`config.mk`:
```
export PLATFORM = sky130hd
export DESIGN_NAME = uart_tx
export DESIGN_NICKNAME = d
export VERILOG_FILES = /design/src/rtl/uart_tx.sv
export SDC_FILE = /design/constraint.sdc
export NUM_CORES = 1
export LEC_CHECK = 0
export CAP_MARGIN = 10
export CORE_MARGIN = 1
export CORE_UTILIZATION = 30
export CTS_CLUSTER_DIAMETER = 200
export DETAILED_ROUTE_END_ITERATION = 8
export PLACE_DENSITY = 0.53
export SLEW_MARGIN = 5
export SYNTH_ARGS = -nofsm -noshare
export SYNTH_HDL_FRONTEND = slang
export SYNTH_SLANG_ARGS = --single-unit
```
`constraint.sdc`:
```
create_clock -name clk -period 4.4 [get_ports clk]
set_input_delay 0.88 -clock clk [delete_from_list [all_inputs] [get_ports clk]]
set_output_delay 0.88 -clock clk [all_outputs]
set_load 0.01 [all_outputs]
```
`src/rtl/uart_tx.sv`:
```
// uart_tx: FIFO-buffered 8N1/8N2 UART transmitter paced by an oversampled baud tick.
module uart_tx #(
   parameter int OVERSAMPLE = 4,
   parameter int FIFO_DEPTH = 4,
   parameter int STOP_BITS  = 1
) (
   input  logic                          clk,
   input  logic                          rst_n,
   input  logic                          baud_tick,
   input  logic [7:0]                    tx_data,
   input  logic                          tx_valid,
   output logic                          tx_ready,
   output logic                          TxD,
   output logic                          busy,
   output logic [$clog2(FIFO_DEPTH):0]   fifo_count
);
   localparam int AW = $clog2(FIFO_DEPTH);
   localparam int CW = AW + 1;
   localparam int TW = $clog2(OVERSAMPLE);
   typedef enum logic [1:0] {IDLE, START, DATA, STOP} state_t;
   state_t state, state_nx;
   logic [7:0] mem [FIFO_DEPTH];
   logic [AW-1:0] wr_ptr, rd_ptr;
   logic [TW-1:0] tick_cnt;
   logic [3:0] bit_cnt;
   logic [7:0] shift_reg;
   logic push, pop, bit_end, has_data, txd_nx;
   // depth is a power of two, so the count MSB alone means full
   assign tx_ready = rst_n && !fifo_count[AW];
   assign push     = tx_valid && tx_ready;
   assign has_data = fifo_count != '0;
   assign bit_end  = baud_tick && tick_cnt == TW'(OVERSAMPLE - 1);
   assign busy     = state != IDLE;
   always_comb begin
      state_nx = state;
      pop = 1'b0;
      txd_nx = TxD;
      unique case (state)
         IDLE: if (has_data) begin
            state_nx = START;
            pop = 1'b1;
            txd_nx = 1'b0;
         end
         START: if (bit_end) begin
            state_nx = DATA;
            txd_nx = shift_reg[0];
         end
         DATA: if (bit_end) begin
            state_nx = bit_cnt == 4'd7 ? STOP : DATA;
            txd_nx = bit_cnt == 4'd7 ? 1'b1 : shift_reg[1];
         end
         STOP: if (bit_end && bit_cnt == 4'(STOP_BITS - 1)) begin
            state_nx = has_data ? START : IDLE;
            pop = has_data;
            txd_nx = !has_data;
         end
         default: state_nx = IDLE;
      endcase
   end
   always_ff @(posedge clk) begin
      if (!rst_n) begin
         state <= IDLE;
         TxD <= 1'b1;
      end else begin
         state <= state_nx;
         TxD <= txd_nx;
      end
   end
   always_ff @(posedge clk)
      if (push) mem[wr_ptr] <= tx_data;
   // bit_cnt counts data bits in DATA and is reused to count stop bits in STOP
   always_ff @(posedge clk) begin
      if (!rst_n) begin
         wr_ptr <= '0;
         rd_ptr <= '0;
         fifo_count <= '0;
         tick_cnt <= '0;
         bit_cnt <= '0;
         shift_reg <= '0;
      end else begin
         if (push) wr_ptr <= wr_ptr + AW'(1);
         if (pop) rd_ptr <= rd_ptr + AW'(1);
         if (push != pop) fifo_count <= push ? fifo_count + CW'(1) : fifo_count - CW'(1);
         if (pop) begin
            shift_reg <= mem[rd_ptr];
            tick_cnt <= '0;
            bit_cnt <= '0;
         end else if (baud_tick && state != IDLE) begin
            tick_cnt <= bit_end ? '0 : tick_cnt + TW'(1);
            if (bit_end && state == DATA) begin
               shift_reg <= shift_reg >> 1;
               bit_cnt <= bit_cnt == 4'd7 ? 4'd0 : bit_cnt + 4'd1;
            end
            if (bit_end && state == STOP) bit_cnt <= bit_cnt + 4'd1;
         end
      end
   end
endmodule

```
# Yosys cells after proc, flatten, opt, wreduce, memory -nomap -nowiden
# Memory sizes are Yosys's and may differ from the RTL's. A register that Yosys moved wholly into a read port is not among the register bits.
# Cells that the tools add are included.
[classes] n_addsub=6 n_eq_ne=10 n_mux=28 bitwise=1 n_reduce_logical=20
[ops] cell="$mux W8" n=3
[ops] cell="$mux W2" n=7
[ops] cell="$mux W4" n=3
[ops] cell="$mux W1" n=11
[ops] cell="$ne A2 B2 Y1 const B" n=4
[ops] cell="$pmux W2 S4" n=1
[ops] cell="$reduce_bool A2 Y1" n=4
[ops] cell="$logic_and A1 B1 Y1" n=7
[ops] cell="$add A2 B1 Y2 const B" n=3
[ops] cell="$eq A2 B2 Y1 const B" n=3
[ops] cell="$add A4 B1 Y4 const B" n=1
[ops] cell="$eq A4 B3 Y1 const B" n=1
[ops] cell="$logic_not A4 Y1" n=1
[ops] cell="$pmux W1 S4" n=1
[ops] cell="$reduce_and A2 Y1" n=2
[ops] cell="$reduce_and A4 Y1" n=1
[ops] cell="$add A3 B1 Y3 const B" n=1
[ops] cell="$mux W3" n=1
[ops] cell="$reduce_bool A3 Y1" n=1
[ops] cell="$sub A3 B1 Y3 const B" n=1
[ops] cell="$eq A2 B1 Y1 const B" n=1
[ops] cell="$logic_not A1 Y1" n=2
[ops] cell="$logic_not A2 Y1" n=1
[ops] cell="$pmux W1 S2" n=1
[ops] cell="3 further kinds" n=3
[totals] regBits=24 ram_bits=32 input_bits=12 output_inout_bits=6 mem_count=1
[memory_table] memory="mem" words=4 width=8 read_ports=1 rd_ports_with_merged_regs=1 write_ports=1 line="22" text="logic [7:0] mem [FIFO_DEPTH];"

# Logic depth before layout (Yosys ltp)
[depth] ltp_word=7 mapped_depth=7 mapped_depth_nobuf=6

# Least setup slack after synthesis
# OpenSTA, ideal clock, no wires.
[synth_path] path_type="input to output" from="input port rst_n" to="output port tx_ready" arrival_time_ns=1.427 required_ns=3.520 path_slack_ns=2.093 cell_stages=3 path_buffers=1 cell_sequence="clkinv_1 > clkbuf_1 > nor2_1"
[synth_between] elab_chain_len=1
[synth_rtl] item="start: declaration" line="8" text="input logic rst_n,"
[synth_rtl] item="$logic_and A1 B1 Y1" line="29" text="assign tx_ready = rst_n && !fifo_count[AW];"
[synth_rtl] item="end: declaration" line="12" text="output logic tx_ready,"
# No other way between the ends.

# Final worst setup path
# Same ends and word-level chain as after synthesis.

==> impl_metrics.tcl <==
set metrics [dict create \
    run_status "finished, final reports clean" \
    synth.largest_area_cell "edfxtp_1" \
    ir_worst_vdd_mv 0.3703 \
    synthToLayoutAreaGrowth_pct 19.26 \
    placementRows 33 \
    min_from "TxD$_SDFFE_PN1P_" \
    grt_pass1_wl_mm 8.500 \
    timing.fmax_ghz 0.3021 \
    fin_crit_sh_pct 75.24 \
    ctsResizeCount 0 \
    cts_htree_levels 3 \
    synth-edff-count 32 \
    syn-mean-instance-area_um2 12.48 \
    cts.sinks 58 \
    area.sequential_um2 1481 \
    fraction_of_layout_cells_with_a_size_suffix_above_1_pct 13.45 \
    antenna-diode-count 0 \
    rsz0062_at_grt "no" \
    crit_type "in2out" \
    syn-num-nets 238 \
    cell_count_final_fillers_out 343 \
    ys.flop_type "edfxtp_1" \
    worstPathMaxFanout 18 \
    grt_util_all_layers_pct 12.56 \
    drt-initial-drc-count 81 \
    initial_antenna_violation_count 0 \
    route.met2.wl_mm 2.358 \
    cp_slowest_cell "clkdlybuf4s50_1" \
    hold_path.class "reg2reg" \
    avgViaCountPerCell 5.026 \
    crit_arrival_ps 2430 \
    totalWireLength_mm 5.011 \
    gpl.final_weighted_congestion 0.7289 \
    die_width_um 96.12 \
    post-synth-top-count-cell "edfxtp_1" \
    worst_path_cell_chain "clkdlybuf4s50_1 > clkinv_1 > buf_4 > nor2_1 > clkdlybuf4s50_1" \
    synth.top_cell.area_share_pct 36.16 \
    cts_tree "built" \
    gr-total-overflow 0 \
    worst_skew_pair.late_latency_ps 340 \
    cts_made_buffers 9 \
    report.final.slew_viol_count 0 \
    nNetsFinal 258 \
    period_minus_slack_ps 3311 \
    clock_path_buffers 2 \
    synth.ff_latch_count 58 \
    final_skew_ps 10.74 \
    finalHoldViolCount 0 \
    crit_start "rst_n" \
    dpl.hpwl_mm 3.390 \
    setup_viol_count_final 0 \
    wl_met3_um 168 \
    design.core.area_um2 8382 \
    synthCells 213 \
    critPathTopFamily "buffers and inverters" \
    die_h_um 96.12 \
    synth-warning-count 0 \
    setup-tns-final_ps 0 \
    detail_route.wirelength.met1_mm 2.395 \
    place_inst 327 \
    start_kind "input port" \
    cp-end-kind "output port" \
    worst_slew_pin_slew_ps 638.1 \
    ys_top_cells_by_count "edfxtp_1 (32), dfxtp_1 (26), nand2_1 (15), ha_1 (12), nor3_1 (12)" \
    cp.buffers_inverters 4 \
    synthTopCellsByArea "edfxtp_1 (36%), dfxtp_1 (20%), mux4_2 (6.8%)" \
    hold_buffers 0 \
    port-buffer-count 17 \
    floorplan.io_pins 18 \
    initial_core_util_pct 31.71 \
    setup_ws_final_ps 1089 \
    final_util_pct 37.81 \
    max_cap_violations 0 \
    die_area_um2 9239 \
    cts_root_buf "clkbuf_8" \
    routed.top_layer "met4" \
    cp.required_ps 3520 \
    multiInputGateArea_um2 1092 \
    max_slew_margin_pct 57.46 \
    crit_path_frequent_cell "clkdlybuf4s50_1" \
    synthDistinctLibCells 51 \
    via_count_of_the_first_global_routing_pass 1773 \
    timing.critical_path.slowest_cell_delay_ps 610 \
    wire_length_per_cell_after_detailed_routing_um 14.61 \
    largest_reg_flops 32 \
    syn-cell-area_um2 2658 \
    drc 0 \
    num-fill-cells 814 \
    vias 1724 \
    power_leakage_nw 1.091 \
    worst_setup_hold_path_clk_slew_ps 70 \
    cts_setup_buffers 0 \
    power-per-cell-area_nw_per_um2 615.1 \
    post_route_total_power_mw 1.949 \
    antenna_left 0 \
    regToRegStartpoint "state[0]$_SDFFE_PN0P_" \
    maximum_number_of_pins_on_one_net_before_global_route_repair 19 \
    synthArstFlopShare_pct 0 \
    detail_route.first_pass.iterations 5 \
    dp_worst_setup_slack_ps 1071 \
    synth_seq_area_share_pct 55.74 \
]
cells in the final DEF (no fill, tap or decap), types with 2 or more instances in the layout:
cell type	instances
edfxtp_1	32
clkinv_4	3
o21ai_0	3
nor2_1	8
bufinv_16	3
ha_1	12
dfxtp_1	26
a311oi_1	8
inv_1	8
mux2i_1	4
nand3_1	10
nor3_1	12
or3_1	2
o21a_1	2
nand2b_1	4
a211o_1	2
o21ai_1	2
and3b_1	3
and2_1	5
o211ai_1	2
a21oi_1	8
nand2_1	15
clkdlybuf4s50_1	17
mux4_2	8
o31ai_1	3
clkbuf_8	9
worst paths after layout:
path | endpoint | slack (ps) | depth (start not counted)
max | tx_ready | 1090 | 5
max reg2reg | bit_cnt[1]$_SDFFE_PP0P_ | 2280 | 5
min reg2reg | TxD$_SDFFE_PN1P_ | 490 | 1
min | TxD$_SDFFE_PN1P_ | 490 | 1
layout make-up:
type                            count  area share, %
Timing Repair Buffer               18          5.606
Clock buffer                        9          3.908
Tap cell                          105          4.145
Inverter                           10          1.184
Multi-Input combinational cell    136          34.47
Clock inverter                      7          3.948
Sequential cell                    58          46.74
metal layers:
layer  GRT usage [%]  up-vias
met5               0        -
met4           5.473        0
met3           4.107        7
met2           20.39       29
met1           15.18      837
li1                -      851
where the power goes:
part	total (mW)	leakage [nW]	internal [mW]	switching (mW)
Sequential	0.716	0.503	0.652	0.0640
Clock	0.613	0.124	0.381	0.232
Combinational	0.620	0.464	0.271	0.350
Total	1.95	1.09	1.30	0.646
metrics by stage:
step	hold WS (ps)	cell area [µm²]
2_1_floorplan	462.9	2658
3_3_place_gp	472.0	2920
3_5_place_dp	474.4	2920
4_1_cts	490.6	3169
5_1_grt	506.3	3169
6_report	489.7	3169
cell families (layout without fill, tap and decap cells):
kind of cell / count (synthesis) / count (layout) / share of synthesized area [%]
AND/OR/NAND/NOR: 64 / 64 / 12.62
multiplexers: 12 / 12 / 8.286
XOR/XNOR: 2 / 2 / 0.6593
AO/OA/AOI/OAI: 45 / 45 / 13.14
buffers and inverters: 19 / 44 / 3.154
flip-flops: 58 / 58 / 55.74
adder cells (fa/ha/maj): 13 / 13 / 6.403
No activity file was read; power rests on OpenSTA's default activity.
